### config.mk
export PLATFORM = sky130hd
export DESIGN_NAME = xif_copro_exec_flat
export DESIGN_NICKNAME = d
export VERILOG_FILES = /design/src/rtl/xif_copro_exec_if.sv /design/src/rtl/xif_copro_exec.sv /design/src/flat_wrapper.sv
export SDC_FILE = /design/constraint.sdc
export NUM_CORES = 1
export LEC_CHECK = 0
export ABC_CLOCK_PERIOD_IN_PS = 10000
export CAP_MARGIN = 20
export CORE_AREA = 5 5 84 145
export CTS_CLUSTER_SIZE = 40
export DETAILED_ROUTE_END_ITERATION = 8
export DIE_AREA = 0 0 89 150
export GPL_ROUTABILITY_DRIVEN = 0
export PLACE_DENSITY_LB_ADDON = 0.15
export RECOVER_POWER = 100
export REMOVE_ABC_BUFFERS = 1
export SYNTH_ARGS = -nofsm -noshare
export SYNTH_HDL_FRONTEND = slang
export SYNTH_SLANG_ARGS = --single-unit
### constraint.sdc
create_clock -name clk_i -period 10 [get_ports clk_i]
set_clock_uncertainty 0.1 [all_clocks]
set_input_delay 2 -clock clk_i [delete_from_list [all_inputs] [get_ports clk_i]]
set_output_delay 2 -clock clk_i [all_outputs]
set_load 0.05 [all_outputs]
### src/rtl/xif_copro_exec_if.sv
// xif_copro_pkg / xif_copro_exec_if
// Purpose : decoder output type shared with the coprocessor decoder, plus the
//           bundle of handshake/data signals between the decoder side and the
//           xif_copro_exec stage.
// Ports   : master modport = upstream/downstream environment (drives the
//           instruction, kill request and result ready);
//           slave modport  = xif_copro_exec (drives ready, result and tags).
//           in_valid_i/in_ready_o/decoder_i/operand_a_i/rd_i/id_i : instruction in
//           kill_i/kill_id_i                                       : kill request
//           out_valid_o/out_ready_i/result_o/rd_o/id_o/we_o        : writeback out

package xif_copro_pkg;

  typedef enum logic [1:0] {
    OpNone   = 2'd0,
    OpBitrev = 2'd1
  } op_e;

  typedef struct packed {
    logic use_copro;
    op_e  op;
  } decoder_t;

endpackage

interface xif_copro_exec_if #(
  parameter int unsigned ID_WIDTH = 4
);

  logic                     in_valid_i;
  logic                     in_ready_o;
  xif_copro_pkg::decoder_t  decoder_i;
  logic [31:0]              operand_a_i;
  logic [4:0]               rd_i;
  logic [ID_WIDTH-1:0]      id_i;
  logic                     kill_i;
  logic [ID_WIDTH-1:0]      kill_id_i;
  logic                     out_valid_o;
  logic                     out_ready_i;
  logic [31:0]              result_o;
  logic [4:0]               rd_o;
  logic [ID_WIDTH-1:0]      id_o;
  logic                     we_o;

  modport master (
    output in_valid_i, decoder_i, operand_a_i, rd_i, id_i, kill_i, kill_id_i, out_ready_i,
    input  in_ready_o, out_valid_o, result_o, rd_o, id_o, we_o
  );

  modport slave (
    input  in_valid_i, decoder_i, operand_a_i, rd_i, id_i, kill_i, kill_id_i, out_ready_i,
    output in_ready_o, out_valid_o, result_o, rd_o, id_o, we_o
  );

endinterface

### src/rtl/xif_copro_exec.sv
// xif_copro_exec
// Purpose : execution stage behind the XIF coprocessor decoder. Accepts one decoded
//           instruction, executes it (BITREV iteratively, BITS_PER_CYCLE bits per
//           cycle) and holds a single writeback result until it is taken. In-flight
//           instructions can be killed by id.
// Ports   : clk_i  clock, rising edge
//           rst_i  asynchronous reset, active-high
//           bus    xif_copro_exec_if.slave (instruction in, kill, result out)
//           perf_cnt_o [31:0] count of accepted results with we_o=1
//                      (present only when XIF_COPRO_EXEC_PERF_CNT_EN is defined)
// Build   : `define XIF_COPRO_EXEC_PERF_CNT_EN to add the performance counter.

module xif_copro_exec #(
  parameter int          BITS_PER_CYCLE = 8,
  parameter int unsigned ID_WIDTH       = 4
) (
  input  logic                 clk_i,
  input  logic                 rst_i,
`ifdef XIF_COPRO_EXEC_PERF_CNT_EN
  output logic [31:0]          perf_cnt_o,
`endif
  xif_copro_exec_if.slave      bus
);

  localparam int B = BITS_PER_CYCLE;
  localparam int STEPS = 32 / ((B > 0) ? B : 1);
  localparam logic [5:0] LAST_STEP = 6'(STEPS - 1);

  // Must match xif_copro_pkg::OpBitrev
  localparam logic [1:0] OP_BITREV = 2'd1;

  localparam logic [1:0] ST_IDLE = 2'd0;
  localparam logic [1:0] ST_BUSY = 2'd1;
  localparam logic [1:0] ST_DONE = 2'd2;

  if (!(B == 1 || B == 2 || B == 4 || B == 8 || B == 16 || B == 32)) begin : g_bad_param
    $error("xif_copro_exec: BITS_PER_CYCLE must be 1, 2, 4, 8, 16 or 32");
  end

  logic [1:0]          r_state;
  logic [31:0]         r_src;
  logic [31:0]         r_acc;
  logic [5:0]          r_cnt;
  logic [31:0]         r_result;
  logic [4:0]          r_rd;
  logic [ID_WIDTH-1:0] r_id;
  logic                r_we;

  logic [B-1:0]        w_rev;
  logic [31:0]         w_acc_next;
  logic                w_accept;
  logic                w_kill_held;
  logic                w_kill_new;
  logic                w_is_bitrev;
  logic                w_out_hs;

  always_comb begin
    w_rev = '0;
    for (int j = 0; j < B; j++) begin
      w_rev[j] = r_src[B-1-j];
    end
  end

  // Reversed chunks enter at the bottom, so the first chunk ends up at the top.
  if (B == 32) begin : g_acc_full
    assign w_acc_next = w_rev;
  end else begin : g_acc_shift
    assign w_acc_next = {r_acc[31-B:0], w_rev};
  end

  assign w_accept    = bus.in_valid_i & (r_state == ST_IDLE);
  assign w_kill_held = bus.kill_i & (r_state != ST_IDLE) & (bus.kill_id_i == r_id);
  // A kill arriving with the instruction itself is matched against the incoming id.
  assign w_kill_new  = bus.kill_i & w_accept & (bus.kill_id_i == bus.id_i);
  assign w_is_bitrev = bus.decoder_i.use_copro & (bus.decoder_i.op == OP_BITREV);
  assign w_out_hs    = (r_state == ST_DONE) & bus.out_ready_i;

  always_ff @(posedge clk_i or posedge rst_i) begin
    if (rst_i) begin
      r_state  <= ST_IDLE;
      r_src    <= '0;
      r_acc    <= '0;
      r_cnt    <= '0;
      r_result <= '0;
      r_rd     <= '0;
      r_id     <= '0;
      r_we     <= 1'b0;
    end else begin
      case (r_state)
        ST_IDLE: begin
          if (w_accept && !w_kill_new) begin
            r_src <= bus.operand_a_i;
            r_acc <= '0;
            r_cnt <= '0;
            r_rd  <= bus.rd_i;
            r_id  <= bus.id_i;
            if (w_is_bitrev) begin
              r_state <= ST_BUSY;
              r_we    <= 1'b1;
            end else begin
              r_state  <= ST_DONE;
              r_result <= '0;
              r_we     <= 1'b0;
            end
          end
        end
        ST_BUSY: begin
          if (w_kill_held) begin
            r_state <= ST_IDLE;
          end else begin
            r_src <= r_src >> B;
            r_acc <= w_acc_next;
            r_cnt <= r_cnt + 6'd1;
            if (r_cnt == LAST_STEP) begin
              r_state  <= ST_DONE;
              r_result <= w_acc_next;
            end
          end
        end
        ST_DONE: begin
          if (w_kill_held || w_out_hs) begin
            r_state <= ST_IDLE;
          end
        end
        default: r_state <= ST_IDLE;
      endcase
    end
  end

`ifdef XIF_COPRO_EXEC_PERF_CNT_EN
  logic [31:0] r_perf_cnt;

  // A kill in the handshake cycle drops the result, so it is not counted.
  always_ff @(posedge clk_i or posedge rst_i) begin
    if (rst_i) begin
      r_perf_cnt <= '0;
    end else if (w_out_hs && !w_kill_held && r_we) begin
      r_perf_cnt <= r_perf_cnt + 32'd1;
    end
  end

  assign perf_cnt_o = r_perf_cnt;
`endif

  assign bus.in_ready_o  = (r_state == ST_IDLE);
  assign bus.out_valid_o = (r_state == ST_DONE);
  assign bus.result_o    = r_result;
  assign bus.rd_o        = r_rd;
  assign bus.id_o        = r_id;
  assign bus.we_o        = r_we;

endmodule
### src/flat_wrapper.sv
// flat-port wrapper written by rule: the top's interface ports become plain ports
module xif_copro_exec_flat 
#(
  parameter int          BITS_PER_CYCLE = 8,
  parameter int unsigned ID_WIDTH       = 4
)
  (clk_i, rst_i, bus_in_valid_i, bus_decoder_i, bus_operand_a_i, bus_rd_i, bus_id_i, bus_kill_i, bus_kill_id_i, bus_out_ready_i, bus_in_ready_o, bus_out_valid_o, bus_result_o, bus_rd_o, bus_id_o, bus_we_o);
  xif_copro_exec_if #(.ID_WIDTH(ID_WIDTH)) bus_i ();
  input  logic clk_i;
  input  logic rst_i;
  input wire logic [$bits(bus_i.in_valid_i)-1:0] bus_in_valid_i;
  input wire logic [$bits(bus_i.decoder_i)-1:0] bus_decoder_i;
  input wire logic [$bits(bus_i.operand_a_i)-1:0] bus_operand_a_i;
  input wire logic [$bits(bus_i.rd_i)-1:0] bus_rd_i;
  input wire logic [$bits(bus_i.id_i)-1:0] bus_id_i;
  input wire logic [$bits(bus_i.kill_i)-1:0] bus_kill_i;
  input wire logic [$bits(bus_i.kill_id_i)-1:0] bus_kill_id_i;
  input wire logic [$bits(bus_i.out_ready_i)-1:0] bus_out_ready_i;
  output wire logic [$bits(bus_i.in_ready_o)-1:0] bus_in_ready_o;
  output wire logic [$bits(bus_i.out_valid_o)-1:0] bus_out_valid_o;
  output wire logic [$bits(bus_i.result_o)-1:0] bus_result_o;
  output wire logic [$bits(bus_i.rd_o)-1:0] bus_rd_o;
  output wire logic [$bits(bus_i.id_o)-1:0] bus_id_o;
  output wire logic [$bits(bus_i.we_o)-1:0] bus_we_o;
  assign bus_i.in_valid_i = bus_in_valid_i;
  assign bus_i.decoder_i = bus_decoder_i;
  assign bus_i.operand_a_i = bus_operand_a_i;
  assign bus_i.rd_i = bus_rd_i;
  assign bus_i.id_i = bus_id_i;
  assign bus_i.kill_i = bus_kill_i;
  assign bus_i.kill_id_i = bus_kill_id_i;
  assign bus_i.out_ready_i = bus_out_ready_i;
  assign bus_in_ready_o = bus_i.in_ready_o;
  assign bus_out_valid_o = bus_i.out_valid_o;
  assign bus_result_o = bus_i.result_o;
  assign bus_rd_o = bus_i.rd_o;
  assign bus_id_o = bus_i.id_o;
  assign bus_we_o = bus_i.we_o;
  xif_copro_exec #(.BITS_PER_CYCLE(BITS_PER_CYCLE), .ID_WIDTH(ID_WIDTH)) u_core (.clk_i(clk_i), .rst_i(rst_i), .bus(bus_i));
endmodule
==> results of run 1 <==
## cell usage in the layout (no fill, tap or decap), types with 2 or more instances in the layout
| cell | netlist | final |
|---|---|---|
| clkbuf_8 | 0 | 3 |
| dfrtp_1 | 106 | 106 |
| nor2_2 | 2 | 2 |
| and2_1 | 3 | 2 |
| a22o_1 | 65 | 65 |
| nand3_1 | 4 | 4 |
| a21oi_2 | 9 | 9 |
| nand2_1 | 34 | 34 |
| o22ai_1 | 24 | 25 |
| xnor2_1 | 9 | 9 |
| clkbuf_1 | 3 | 6 |
| and3_1 | 2 | 2 |
| dlygate4sd3_1 | 0 | 47 |
| xor2_1 | 3 | 3 |
| o211ai_1 | 2 | 2 |
| nand3b_1 | 2 | 2 |
| buf_4 | 0 | 2 |
| clkbuf_16 | 0 | 9 |
| o2111ai_1 | 3 | 3 |
| clkdlybuf4s50_1 | 0 | 49 |
| nor2_1 | 12 | 12 |
| inv_1 | 17 | 16 |
| nor3_1 | 9 | 9 |
| a21oi_1 | 9 | 9 |
## per-layer routing
layer / vias up / wire length, µm / track usage [%]
met5: - / 0 / 0
met3: 13 / 615 / 4.52
li1: 1451 / - / -
met2: 78 / 4900 / 24.9
met1: 1517 / 4020 / 20.1
met4: 0 / 229 / 6.71
## worst max-delay path, stage by stage
cell and delay, ps:
dlygate4sd3_1 580, xnor2_1 200, nand3_1 120, o211a_1 240, clkbuf_1 550, nor2_1 1150, clkbuf_1 1290, a21oi_1 190
## area by class of cell
cell class	instances	area (µm²)	share of cell area, %
flip-flops and latches	106	2650	47.8
inverters	17	65.1	1.17
well taps	132	165	2.97
clock buffers	14	274	4.94
repair buffers	102	991	17.8
clock inverters	1	8.76	0.158
multi-input cells	203	1400	25.1
## cell families after synthesis
kind of cell,count (synthesis)
AO/OA/AOI/OAI,117
XOR/XNOR,12
adder cells (fa/ha/maj),1
buffers and inverters,39
flip-flops,106
AND/OR/NAND/NOR,73
## power groups by stage
stage	sequential, W	combinational [W]	clock (W)
after floorplan	0.000651	0.000219	0
after global placement	0.000601	0.000404	0
after detailed placement	0.000603	0.000420	0
after CTS	0.000597	0.000421	0.000343
after global routing	0.000609	0.000435	0.000361
final	0.000596	0.000394	0.000331
## registers in the layout, indices dropped and copies added, names as in the netlist
| signal | cells |
|---|---|
| u_core.bus.result_o | 32 |
| u_core.r_src | 32 |
| u_core.r_acc | 24 |
| u_core.r_cnt | 6 |
| u_core.bus.rd_o | 5 |
| u_core.bus.id_o | 4 |
| u_core.r_state | 2 |
| u_core.bus.we_o | 1 |
## final timing paths
path | start | to | slack, ps | cells after the start
max in group asynchronous | rst_i | u_core.bus.result_o[14] | 5930 | 3
min reg2reg | u_core.bus.rd_o[0] | u_core.bus.rd_o[0] | 380 | 2
max reg2reg | u_core.r_state[0] | u_core.r_src[13] | 5840 | 6
min | u_core.bus.rd_o[0] | u_core.bus.rd_o[0] | 380 | 2
min in group asynchronous | rst_i | u_core.r_src[13] | 2330 | 2
max | bus_kill_id_i[0] | u_core.r_src[13] | 3710 | 8
## stage by stage
stage	hold slack, ps	util, %
after global routing	404	50.9
after CTS	382	51.3
after global placement	362	48.5
final	376	50.9
after floorplan	366	-
after detailed placement	364	48.7
## Yosys cell counts (all sizes together) (3+ instances only)
| cell | instances |
|---|---|
| o2111ai | 3 |
| nor3 | 9 |
| and2 | 3 |
| nor2 | 14 |
| a22o | 65 |
| o22ai | 25 |
| inv | 17 |
| nand3 | 4 |
| dfrtp | 106 |
| clkbuf | 3 |
| nand2 | 34 |
| xnor2 | 9 |
| a21oi | 18 |
| xor2 | 3 |
| buf | 19 |
==> summary.md, run 1 <==
| Metric | Value |
|---|---|
| Total number of vias | 3059 |
| P_sw | 0.000465 W |
| Fmax | 159 MHz |
| Seq cells post-synth | 106 |
| Async SR Flop Fraction | 100% |
| Die H | 150 µm |
| Placed wire-length estimate | 6620 µm |
| Combinational fraction of design power | 29.8% |
| Share of the synthesized area in the top cell type | 62.7% |
| Worst-path fanout max | 33 |
| Core Area | 0.0109 mm² |
| Die Wd | 89 µm |
| First-pass GRT wire length | 16200 µm |
| Initial antenna violation count | 0 |
| Max-cap violation count | 1 |
| Synth top area cells | dfrtp_1 (63%), a22o_1 (13%), o22ai_1 (3.5%), nand2_1 (3.0%), buf_2 (2.1%) |
| Layout Nets | 493 |
| Setup violators final | 0 |
| Min Tclk post-route | 6290 ps |
| Worst Hold Class | reg2reg |
| Sequential element share of the synthesized area | 62.7% |
| IO Pins | 97 |
| Filler cells | 980 |
| Clock transition at path regs | 70 ps |
| Number of synthesized flops with an enable pin | 0 |
| Worst-Skew Late Latency | 340 ps |
| Final WL | 9760 µm |
| Leakage | 2.64 nW |
| Final WS setup | 3710 ps |
| Area grow syn2layout | 31.2% |
| Non-Filler Instances | 575 |
| Max-slew violation count | 34 |
| Unique masters post-synth | 32 |
| Outcome | finished, violations left |
| Congestion Overflow GR | 0 |
| Failing checks | capacitance limit, slew limit |
| Synth Cell Area | 0.00423 mm² |
| Slew Limit Headroom | -12.0% |
| Root buf cell | clkbuf_16 |
| Drt first-iter violations | 169 |
| Pwr Density | 238 mW/mm² |
| Worst Path Required | 10060 ps |
| Sw Share | 35.2% |
| Via density | 5.32 |
| Max Buffers Root-to-Sink | 2 |
| CP Launch Type | input port |
| DRT Pass-1 Iters | 4 |
| Post-CTS Resized | 0 |
| Clock power share | 25.1% |
| Hold Buf Count CTS | 0 |
| Post-synthesis adder-cell area fraction | 0.296% |
| Cell Area, Placed | 0.00531 mm² |
| Post-Layout Inst Area | 0.00555 mm² |
| Post-synth top flop | dfrtp_1 |
| Part of the power in registers | 45.1% |
| Clock sinks | 106 |
| Synth area leader | dfrtp_1 |
| Pwr Total | 0.00132 W |
| Vias in the first global route | 3157 |
| Wire per inst | 17.0 µm |
| Max H-tree Level | 3 |
| Mux cell area share after synthesis | 0% |
| Cts bufs inserted | 9 |
| GRT Overall Usage | 15.8% |
| Crit Path Class | in2reg |
| Complex-gate fraction of the synthesized area | 22.4% |
| Syn Area/Cell | 12.2 µm² |
| Post-Syn Instances | 348 |
| Synth Area in XOR/XNOR | 2.48% |
| Layout cells sized above 1 | 6.77% |
| Post-CTS setup repair buffer count | 0 |
| Placed Cells incl. Taps | 560 |
| Simple-gate area share of the yosys netlist | 7.96% |
| CP arrival | 6350 ps |
| Synth Warn # | 0 |
| I/O Buffers | 96 |
| Largest family of logic cells by synthesized area | compound AO/OA/AOI/OAI gates |
| Initial Util | 38.8% |
| Setup TNS | 0 ps |
| Row cnt | 51 |
| Final ANT Viol Nets | 0 |
| Final period util | 62.9% |
| DP Worst Slack | 5280 ps |
| Int Power | 0.000856 W |
| DRC | 0 |
| Worst VDD drop | 0.165 mV |
| CTS tree | built |
| Diode count | 0 |
| RSZ-0062 raised after global routing | false |
| Die ar. | 0.0134 mm² |
| Largest net degree at the start of global routing | 76 |
| Crit. End Element | flop |
| Hold Fails Final Rpt | 0 |
| Worst slew pin tran | 1680 ps |
Power figures use the tool's default switching activity.
==> run 2: changes to the inputs <==
--- a/config.mk
+++ b/config.mk
@@ -5,7 +5,7 @@
 export SDC_FILE = /design/constraint.sdc
 export NUM_CORES = 1
 export LEC_CHECK = 0
-export ABC_CLOCK_PERIOD_IN_PS = 10000
+export ABC_CLOCK_PERIOD_IN_PS = 6100
 export CAP_MARGIN = 20
 export CORE_AREA = 5 5 84 145
 export CTS_CLUSTER_SIZE = 40
==> constraint.sdc (replaced) <==
create_clock -name clk_i -period 6.1 [get_ports clk_i]
set_clock_uncertainty 0.1 [all_clocks]
set_input_delay 1.22 -clock clk_i [delete_from_list [all_inputs] [get_ports clk_i]]
set_output_delay 1.22 -clock clk_i [all_outputs]
set_load 0.05 [all_outputs]
==> run 2 against run 1 <==
  * The flow still finishes with violations (capacitance limit, slew limit)
  * Sequential power rose by 64%
  * Critical path depth did not move
  * Clock power rose by 75%
  * Sequential share of layout area fell by 0.24 points
  * Routed wire length rose by 2.5%
  * Worst hold slack got worse by 8.2 ps
  * Worst setup slack got worse by 2100 ps
  * Utilization rose by 0.25 points
  * Register-to-register slack got worse by 3200 ps
  * Via count rose by 1.3%
  * Combinational power rose by 68%
  * Flip-flop and latch count did not move
==> summary.md, run 2 (synthesis results as in run 1) <==
| Metric | Value |
|---|---|
| Layout cells sized above 1 | 6.98% |
| Cts bufs inserted | 9 |
| Root buf cell | clkbuf_16 |
| Initial Util | 38.8% |
| Placed Cells incl. Taps | 560 |
| Worst Path Required | 6270 ps |
| Filler cells | 978 |
| Clock sinks | 106 |
| RR Endpoint | u_core.r_acc[21] |
| Hold Fails Final Rpt | 0 |
| Setup TNS | 0 ps |
| Critical Path Max Stage Delay | 1150 ps |
| Pwr Density | 398 mW/mm² |
| CP Launch Type | input port |
| Worst Hold End | u_core.bus.rd_o[2] |
| Area grow syn2layout | 31.9% |
| Worst-path fanout max | 33 |
| Slew Limit Headroom | -52.7% |
| Most common cell after layout, fill and taps aside | dfrtp_1 |
| Diode count | 0 |
| Clock transition at path regs | 70 ps |
| CTS tree | built |
| Largest net degree at the start of global routing | 57 |
| Post-CTS Resized | 0 |
| Die Wd | 89 µm |
| Initial antenna violation count | 0 |
| Vias in the first global route | 3132 |
| Post-CTS setup repair buffer count | 0 |
| Max-cap violation count | 4 |
| Worst Hold Class | reg2reg |
| Most frequent cells in the layout | dfrtp_1 (106), a22o_1 (65), clkdlybuf4s50_1 (50) |
| Worst-Skew Late Latency | 340 ps |
| CP arrival | 4710 ps |
| Area of the multi-input gates | 0.00139 mm² |
| Wire per inst | 17.4 µm |
| Placed wire-length estimate | 6790 µm |
| Non-Filler Instances | 576 |
| Reg-to-Reg Start | u_core.bus.id_o[1] |
| Die ar. | 0.0134 mm² |
| R2r setup slk | 2630 ps |
| RSZ-0062 raised after global routing | false |
| Util after Layout | 51.1% |
| Min Tclk post-route | 4540 ps |
| Max-slew violation count | 146 |
| Leakage | 2.67 nW |
| I/O Buffers | 96 |
| Crit Path Class | in2reg |
| Worst Hold Depth | 2 |
| Worst-path cell chain | dlygate4sd3_1, xnor2_1, nand3_1, o211a_1, clkbuf_1, o22ai_2, clkbuf_1, a22o_1 |
| Crit. End Element | flop |
| Worst slew pin tran | 2280 ps |
| Via density | 5.38 |
| Drt first-iter violations | 193 |
| Hold Buf Count CTS | 0 |
| DRT Pass-1 Iters | 5 |
| Hold_sp | u_core.bus.rd_o[2] |
| CP max-delay cell | clkbuf_1 |
| Min Hold Slack | 368 ps |
| Total number of vias | 3100 |
| Die H | 150 µm |
| Worst VDD drop | 0.245 mV |
| Crit path from | bus_kill_id_i[0] |
| IO Pins | 97 |
| Max Buffers Root-to-Sink | 2 |
| Register Area | 0.00265 mm² |
| Worst R2R Path Depth | 6 |
| Row cnt | 51 |
| Layout Nets | 493 |
| GRT Overall Usage | 16.0% |
| Final WL | 10000 µm |
| Core Area | 0.0109 mm² |
| Final period util | 74.4% |
| Failing checks | capacitance limit, slew limit |
| Max H-tree Level | 3 |
| Final ANT Viol Nets | 0 |
| Top cell by count, worst path | clkbuf_1 |
| Outcome | finished, violations left |
| First-pass GRT wire length | 16300 µm |
| DRC | 0 |
| Congestion Overflow GR | 0 |
| Fmax | 220 MHz |
| Setup violators final | 0 |
[run 2: changes by cell type in the layout (fill, tap and decap cells not counted), moves of 2 or more]
cell / change
clkbuf_1: -2
a21oi_2: -3
clkinv_2: +3
a21oi_1: +3
clkbuf_8: -3
[run 2: metal layers]
| layer | track usage (%) | vias to the layer above | wire length [µm] |
|---|---|---|---|
| met5 | 0 | - | 0 |
| met4 | 6.56 | 0 | 206 |
| met3 | 3.64 | 16 | 535 |
| met2 | 25.8 | 81 | 5230 |
| met1 | 20.7 | 1549 | 4040 |
| li1 | - | 1454 | - |
[run 2: layout make-up]
type,count,area share (%)
flip-flops and latches,106,47.5
multi-input cells,203,24.9
repair buffers,102,18.1
clock buffers,10,4.10
well taps,132,2.96
clock inverters,6,1.17
inverters,17,1.17
[run 2: how the worst max path moves through the flow]
stage                                  end  slack (ps)
floorplan               u_core.bus.id_o[0]        1990
global placement          u_core.r_acc[10]        2210
detailed placement        u_core.r_acc[21]        2140
CTS                       u_core.r_acc[21]        2500
global route              u_core.r_src[15]        1210
finish              u_core.bus.result_o[3]        1560
[run 2: per-stage QoR]
step | power (W) | area, µm² | setup WS (ps)
6_report | 0.00222 | 5580 | 1560
5_1_grt | 0.00235 | 5580 | 1210
4_1_cts | 0.00227 | 5610 | 2500
3_5_place_dp | 0.00169 | 5320 | 2140
3_3_place_gp | 0.00166 | 5290 | 2210
2_1_floorplan | 0.00143 | 4120 | 1990
[run 2: report_power, final]
group | leakage (nW) | total (W) | switching (W) | internal [W]
Sequential | 1.38 | 0.000979 | 0.000115 | 0.000864
Combinational | 1.14 | 0.000662 | 0.000420 | 0.000242
Clock | 0.149 | 0.000579 | 0.000258 | 0.000321
Total | 2.67 | 0.00222 | 0.000793 | 0.00143
[run 2: worst max-delay path: cells and delay by family]
family,cells,cell delay (ps)
AND/OR/NAND/NOR,1,120
buffers and inverters,3,2270
XOR/XNOR,1,200
AO/OA/AOI/OAI,3,870
